--- config.mk ---
export PLATFORM = sky130hd
export DESIGN_NAME = vga_layer_mixer
export DESIGN_NICKNAME = d
export VERILOG_FILES = /design/src/rtl/vga_layer_mixer.sv
export SDC_FILE = /design/constraint.sdc
export NUM_CORES = 1
export LEC_CHECK = 0
export ABC_AREA = 1
export BUFFER_PORTS_ARGS = -buffer_cell sky130_fd_sc_hd__buf_4
export CAP_MARGIN = 0
export CORE_ASPECT_RATIO = 0.7
export CORE_MARGIN = 2
export CORE_UTILIZATION = 30
export CTS_CLUSTER_DIAMETER = 200
export DETAILED_ROUTE_END_ITERATION = 10
export GPL_TIMING_DRIVEN = 0
export PLACE_DENSITY = 0.48
export SLEW_MARGIN = 30
export SYNTH_ARGS = -nofsm -noshare
export SYNTH_HDL_FRONTEND = slang
export SYNTH_SLANG_ARGS = --single-unit
--- constraint.sdc ---
create_clock -name clk -period 3.9 [get_ports clk]
set_input_delay 0.78 -clock clk [delete_from_list [all_inputs] [get_ports clk]]
set_output_delay 0.78 -clock clk [all_outputs]
set_load 0.02 [all_outputs]
--- src/rtl/vga_layer_mixer.sv ---
// vga_layer_mixer: two-stage pixel compositor for the VGA path.
// Layers are merged by fixed priority (layer 0 on top, last layer is the
// background) with colour-key transparency. A frame-synchronised overlay
// can cover the whole screen for a number of frames. Sprite overlaps are
// flagged per pixel and summarised per frame.
//
// Overlay FSM states
//   state    | meaning
//   ST_IDLE  | no overlay pending or shown
//   ST_ARMED | overlay requested, waiting for the first pixel of a frame
//   ST_SHOW  | overlay visible, frame_cnt counts completed frame starts
module vga_layer_mixer #(
    parameter int NUM_LAYERS     = 4,
    parameter int COLOR_W        = 12,
    parameter int KEY_WHITE      = 1,
    parameter int OVERLAY_FRAMES = 120
) (
    input  logic                          clk,
    input  logic                          reset,
    input  logic [9:0]                    pix_row,
    input  logic [9:0]                    pix_col,
    input  logic                          video_on,
    input  logic [NUM_LAYERS*COLOR_W-1:0] layer_in,
    input  logic [NUM_LAYERS-1:0]         layer_en,
    input  logic [COLOR_W-1:0]            overlay_in,
    input  logic                          overlay_trigger,
    input  logic                          overlay_clear,
    output logic [COLOR_W-1:0]            vga_out,
    output logic                          overlay_active,
    output logic                          collision_pulse,
    output logic                          collision_status
);

    // Sprite layers are 0..NUM_LAYERS-2; the last layer is the background.
    localparam int NUM_SPR = NUM_LAYERS - 1;
    localparam int BG_IDX  = NUM_LAYERS - 1;
    localparam int PC_W    = $clog2(NUM_LAYERS) + 1;
    localparam int CNT_W   = $clog2((OVERLAY_FRAMES > 2) ? OVERLAY_FRAMES : 2);
    localparam bit HAS_TIMEOUT = (OVERLAY_FRAMES != 0);
    localparam logic [CNT_W-1:0] CNT_LAST = HAS_TIMEOUT ? CNT_W'(OVERLAY_FRAMES - 1) : '0;
    localparam logic [CNT_W-1:0] CNT_MAX  = '1;

    typedef enum logic [1:0] {
        ST_IDLE  = 2'd0,
        ST_ARMED = 2'd1,
        ST_SHOW  = 2'd2
    } state_t;

    // A colour is transparent when it is all-zeros, or all-ones if white keying is on.
    function automatic logic is_opaque(input logic [COLOR_W-1:0] c);
        logic res;
        res = (c != '0);
        if (KEY_WHITE != 0 && c == '1) begin
            res = 1'b0;
        end
        return res;
    endfunction

    // ------------------------------------------------------------------
    // Raw-input decode
    // ------------------------------------------------------------------
    logic                 frame_start;
    logic [NUM_SPR-1:0]   opaque_raw;
    logic                 ovl_opaque_raw;
    logic [PC_W-1:0]      spr_count;
    logic                 coll_raw;

    // Per-pixel decode of frame start, sprite opacity and overlap count.
    always_comb begin
        frame_start    = (pix_row == 10'd0) && (pix_col == 10'd0);
        ovl_opaque_raw = is_opaque(overlay_in);
        opaque_raw     = '0;
        spr_count      = '0;
        for (int i = 0; i < NUM_SPR; i++) begin
            opaque_raw[i] = layer_en[i] & is_opaque(layer_in[i*COLOR_W +: COLOR_W]);
            spr_count     = spr_count + PC_W'(opaque_raw[i]);
        end
        coll_raw = video_on && (spr_count >= PC_W'(2));
    end

    // ------------------------------------------------------------------
    // Overlay FSM
    // ------------------------------------------------------------------
    state_t           state_q, state_d;
    logic [CNT_W-1:0] frame_cnt_q, frame_cnt_d;
    logic             last_frame;
    logic             show_s1_d;

    // FSM state and frame counter registers.
    always_ff @(posedge clk or posedge reset) begin
        if (reset) begin
            state_q     <= ST_IDLE;
            frame_cnt_q <= '0;
        end else begin
            state_q     <= state_d;
            frame_cnt_q <= frame_cnt_d;
        end
    end

    // Next-state logic; a clear wins over anything else, including a trigger.
    always_comb begin
        state_d     = state_q;
        frame_cnt_d = frame_cnt_q;
        case (state_q)
            ST_IDLE: begin
                if (overlay_trigger) begin
                    state_d = ST_ARMED;
                end
            end
            ST_ARMED: begin
                if (frame_start) begin
                    state_d     = ST_SHOW;
                    frame_cnt_d = '0;
                end
            end
            ST_SHOW: begin
                if (frame_start) begin
                    if (last_frame) begin
                        state_d = ST_IDLE;
                    end else if (frame_cnt_q != CNT_MAX) begin
                        frame_cnt_d = frame_cnt_q + CNT_W'(1);
                    end
                end
            end
            default: begin
                state_d = ST_IDLE;
            end
        endcase
        if (overlay_clear) begin
            state_d = ST_IDLE;
        end
    end

    // FSM outputs: overlay flag and whether the current raw pixel is overlaid.
    // The frame start that ends the overlay is already a plain pixel, while the
    // frame start that leaves ARMED is already overlaid.
    always_comb begin
        last_frame     = HAS_TIMEOUT && frame_start && (frame_cnt_q == CNT_LAST);
        overlay_active = (state_q == ST_SHOW);
        show_s1_d      = ((state_q == ST_SHOW) && !last_frame) ||
                         ((state_q == ST_ARMED) && frame_start);
    end

    // ------------------------------------------------------------------
    // Stage 1: register raw pixel data
    // ------------------------------------------------------------------
    logic [NUM_LAYERS*COLOR_W-1:0] layer_s1_q, layer_s1_d;
    logic [NUM_SPR-1:0]            opaque_s1_q, opaque_s1_d;
    logic                          bg_en_s1_q, bg_en_s1_d;
    logic [COLOR_W-1:0]            ovl_s1_q, ovl_s1_d;
    logic                          ovl_opaque_s1_q, ovl_opaque_s1_d;
    logic                          video_s1_q, video_s1_d;
    logic                          frame_start_s1_q, frame_start_s1_d;
    logic                          show_s1_q;
    logic                          coll_s1_q, coll_s1_d;

    // Stage-1 next values are the decoded raw inputs.
    always_comb begin
        layer_s1_d       = layer_in;
        opaque_s1_d      = opaque_raw;
        bg_en_s1_d       = layer_en[BG_IDX];
        ovl_s1_d         = overlay_in;
        ovl_opaque_s1_d  = ovl_opaque_raw;
        video_s1_d       = video_on;
        frame_start_s1_d = frame_start;
        coll_s1_d        = coll_raw;
    end

    // Stage-1 pipeline registers.
    always_ff @(posedge clk or posedge reset) begin
        if (reset) begin
            layer_s1_q       <= '0;
            opaque_s1_q      <= '0;
            bg_en_s1_q       <= 1'b0;
            ovl_s1_q         <= '0;
            ovl_opaque_s1_q  <= 1'b0;
            video_s1_q       <= 1'b0;
            frame_start_s1_q <= 1'b0;
            show_s1_q        <= 1'b0;
            coll_s1_q        <= 1'b0;
        end else begin
            layer_s1_q       <= layer_s1_d;
            opaque_s1_q      <= opaque_s1_d;
            bg_en_s1_q       <= bg_en_s1_d;
            ovl_s1_q         <= ovl_s1_d;
            ovl_opaque_s1_q  <= ovl_opaque_s1_d;
            video_s1_q       <= video_s1_d;
            frame_start_s1_q <= frame_start_s1_d;
            show_s1_q        <= show_s1_d;
            coll_s1_q        <= coll_s1_d;
        end
    end

    // ------------------------------------------------------------------
    // Stage 2: priority mux and collision tracking
    // ------------------------------------------------------------------
    logic [COLOR_W-1:0] vga_out_q, vga_out_d;
    logic               coll_pulse_q, coll_pulse_d;
    logic               coll_status_q, coll_status_d;
    logic               sticky_q, sticky_d;
    logic               found;

    // Overlay first, then lowest-index opaque sprite, then unkeyed background.
    always_comb begin
        vga_out_d = '0;
        found     = 1'b0;
        if (video_s1_q) begin
            if (show_s1_q && ovl_opaque_s1_q) begin
                vga_out_d = ovl_s1_q;
                found     = 1'b1;
            end
            for (int i = 0; i < NUM_SPR; i++) begin
                if (!found && opaque_s1_q[i]) begin
                    vga_out_d = layer_s1_q[i*COLOR_W +: COLOR_W];
                    found     = 1'b1;
                end
            end
            if (!found && bg_en_s1_q) begin
                vga_out_d = layer_s1_q[BG_IDX*COLOR_W +: COLOR_W];
            end
        end
    end

    // Sticky collision flag restarts at each frame start and hands its value to the status.
    always_comb begin
        coll_pulse_d = coll_s1_q;
        if (frame_start_s1_q) begin
            coll_status_d = sticky_q;
            sticky_d      = coll_s1_q;
        end else begin
            coll_status_d = coll_status_q;
            sticky_d      = sticky_q | coll_s1_q;
        end
    end

    // Stage-2 output and collision registers.
    always_ff @(posedge clk or posedge reset) begin
        if (reset) begin
            vga_out_q     <= '0;
            coll_pulse_q  <= 1'b0;
            coll_status_q <= 1'b0;
            sticky_q      <= 1'b0;
        end else begin
            vga_out_q     <= vga_out_d;
            coll_pulse_q  <= coll_pulse_d;
            coll_status_q <= coll_status_d;
            sticky_q      <= sticky_d;
        end
    end

    assign vga_out          = vga_out_q;
    assign collision_pulse  = coll_pulse_q;
    assign collision_status = coll_status_q;

endmodule
==> results by group <==
Run status
  – Status: finished clean

Setup path
  – Worst-case reg-to-reg path depth: 6
  – Worst path top cell family by delay: flip-flops
  – Setup slack, reg-to-reg: 2210 ps
  – WP data required: 3120 ps
  – Crit-path cells: inv_1, ha_1, buf_4
  – Crit. End Element: output port
  – Critical Path AT: 1400 ps
  – Launch point of the worst reg-to-reg path: state_q[0]
  – Slowest stage delay, CP: 400 ps
  – Slowest cell on crit path: dfrtp_1
  – FF-to-FF End: frame_cnt_q[6]
  – CP startpoint kind: flop
  – Crit. Startpoint: state_q[0]
  – CP Buf/Inv Count: 2
  – Crit-path max FO: 8
  – Setup CP Type: flop to output port
  – Critical path depth: 3
  – CP Capture Point: overlay_active

Clock network
  – Clock tree from TritonCTS: done
  – Post-cts hold buffer count: 0
  – Post-CTS setup buffer count: 0
  – Root buf cell: clkbuf_16
  – Total clock sinks: 93
  – Resize count post-CTS: 0
  – H-tree depth: 3
  – Clock latency on the worst-skew pair: 350 ps
  – Clock buffer count from CTS: 9
  – Bufs on Longest Clock Path: 2
  – Worst-path clk slew: 60 ps

Yosys
  – Synthesized Nets: 450
  – Synth Register Bits: 93
  – Synth cell types: 30
  – Cell taking the most area after synthesis: dfrtp_1
  – Synthesized cell area: 3640 µm²
  – Dominant cells by area after synthesis: dfrtp_1 (64%), nor2_1 (6.1%), nand2_1 (4.5%)
  – Register area share after synthesis: 64.0%
  – Synth Area per Inst: 10.2 µm²
  – Top cell type's share of synthesized area: 64.0%
  – Syn. warnings: 0
  – Post-synthesis instance total: 355

Die
  – Core Area: 11800 µm²
  – I/O Pins: 104
  – Row Count: 33
  – Die area: 13000 µm²
  – Horiz. Die Dim: 136 µm
  – Die height: 96.1 µm
  – Initial core utilization: 30.9%

GRT
  – Grt total ovfl: 0
  – Initial antenna violation count: 0
  – M2 GR Usage: 22.3%
  – Met1 Use GR: 21.0%
  – First-pass GRT wire length: 14.5 mm
  – Met3 Usage GRT: 4.79%
  – Gr usage total: 15.1%
  – GRT Max-Usage Layer: met2
  – Largest net degree at the start of global routing: 62
  – Number of global-route vias before repair: 2805

Timing
  – Worst-Margin Slew: 428 ps
  – Worst hold slack: 394 ps
  – Minimum clock period: 2180 ps
  – Tcrit/Tclk final: 56.0%
  – Setup_tns: 0 ps
  – Fin. Hold Viols: 0
  – Skew final: 9.44 ps
  – Final Slew Violations: 0
  – Slew HR: 71.5%
  – Setup ws final: 1720 ps
  – Final setup vio count: 0
  – F_max: 458 MHz
  – RSZ-0062 raised after global routing: no

Place
  – Dpl ws: 1720 ps
  – DP HPWL: 7.17 mm
  – Placed Instance Area: 4640 µm²
  – IO Port Bufs: 103
  – Gpl congestion: 0.784

Power and ir drop
  – Sw Ratio: 27.5%
  – Combinational Power Share: 19.7%
  – Net load switching power: 708 µW
  – Part of the power in registers: 41.9%
  – Power Internal: 1870 µW
  – Lkg Pwr: 0.00245 µW
  – Pwr dens: 518 nW/µm²
  – Worst vdd ir: 263 µV
  – Clock power share: 38.4%

Cells and area
  – Layout cells sized above 1: 28.1%
  – Fillers: 1165
  – Layout Utilization: 42.3%
  – Commonest non-fill, non-tap cell in the layout: buf_4
  – Most frequent cells in the layout: buf_4 (105), dfrtp_1 (93), nor2_1 (59)
  – Layout net count: 565
  – Finished Cell Area: 4980 µm²
  – Area grow syn2layout: 36.9%

Detailed routing
  – Pre-antenna DRT Iters: 4
  – DRC: 0
  – Final antenna-violating net count: 0
  – Drt first-iter violations: 116
  – Routed via count: 2798
  – Avg WL per Cell: 14.5 µm
  – Vias per inst: 4.43
  – Final WL: 9.14 mm

Flow run
  – MaxCap Viol Count: 0

Min path
  – Min-delay worst type: flop to flop
[how the worst min path moves through the flow]
| stage | cells after the start | start | slack, ps | to |
|---|---|---|---|---|
| 2_1_floorplan | 0 | coll_pulse_d | 350 | collision_pulse |
| 3_3_place_gp | 0 | coll_pulse_d | 390 | collision_pulse |
| 3_5_place_dp | 0 | coll_pulse_d | 370 | collision_pulse |
| 4_1_cts | 0 | coll_pulse_d | 390 | collision_pulse |
| 5_1_grt | 0 | coll_pulse_d | 400 | collision_pulse |
| 6_report | 0 | coll_pulse_d | 390 | collision_pulse |
[state kept, by name, summed over array words and instances, names as in the netlist]
register          count
layer_s1_q           48
ovl_s1_q             12
vga_out              12
frame_cnt_q           7
opaque_s1_q           3
state_q               2
bg_en_s1_q            1
coll_pulse_d          1
collision_pulse       1
collision_status      1
frame_start_s1_q      1
ovl_opaque_s1_q       1
show_s1_q             1
sticky_q              1
video_s1_q            1
[routing by layer]
metal | vias to the layer above | share of wire [%] | wire (µm)
met5 | - | 0 | 0
met4 | 0 | 1.8 | 163
met3 | 13 | 6.1 | 559
met2 | 68 | 43 | 3910
met1 | 1308 | 49 | 4500
li1 | 1409 | - | -
[cell type report]
class	instances	area (µm²)	share of cell area (%)
Antenna cell	1	2.50	0.0503
Buffer	8	53.8	1.08
Clock buffer	9	225	4.52
Clock inverter	6	111	2.24
Inverter	34	133	2.66
Multi-Input combinational cell	220	1130	22.7
Sequential cell	93	2330	46.7
Tap cell	157	196	3.95
Timing Repair Buffer	104	801	16.1
[Yosys cell counts, drive strengths merged]
cell,count
nand3,22
inv,34
buf,5
a22oi,12
ha,6
and3,1
o21bai,1
xor2,2
o21ai,32
clkbuf,3
nand2,46
o31ai,1
dfrtp,93
nor3,7
nor4,9
or2,1
and2,1
nor2,60
nand3b,3
nand4,12
a21oi,4
[power groups by stage]
| stage | Combinational [µW] | Sequential (µW) | Clock (µW) |
|---|---|---|---|
| 6_report | 508 | 1080 | 990 |
| 5_1_grt | 577 | 1090 | 1050 |
| 4_1_cts | 520 | 1080 | 1010 |
| 3_5_place_dp | 519 | 1100 | 0 |
| 3_3_place_gp | 509 | 1100 | 0 |
| 2_1_floorplan | 280 | 1120 | 0 |
[per-stage QoR]
stage                     power, µW  cells
after global routing           2720    631
final                          2580    632
after CTS                      2620    631
after global placement         1610    615
after floorplan                1400    355
after detailed placement       1620    616
[kinds of logic (layout without fill, tap and decap cells)]
| family | Yosys count | count (layout) | share of synthesized area [%] |
|---|---|---|---|
| AND/OR/NAND/NOR | 162 | 162 | 20.5 |
| AO/OA/AOI/OAI | 50 | 50 | 7.95 |
| flip-flops | 93 | 93 | 64.0 |
| buffers and inverters | 42 | 161 | 4.99 |
| other | 0 | 1 | 0 |
| XOR/XNOR | 2 | 2 | 0.482 |
| adder cells (fa/ha/maj) | 6 | 6 | 2.06 |
(Power assumes the default switching activity.)
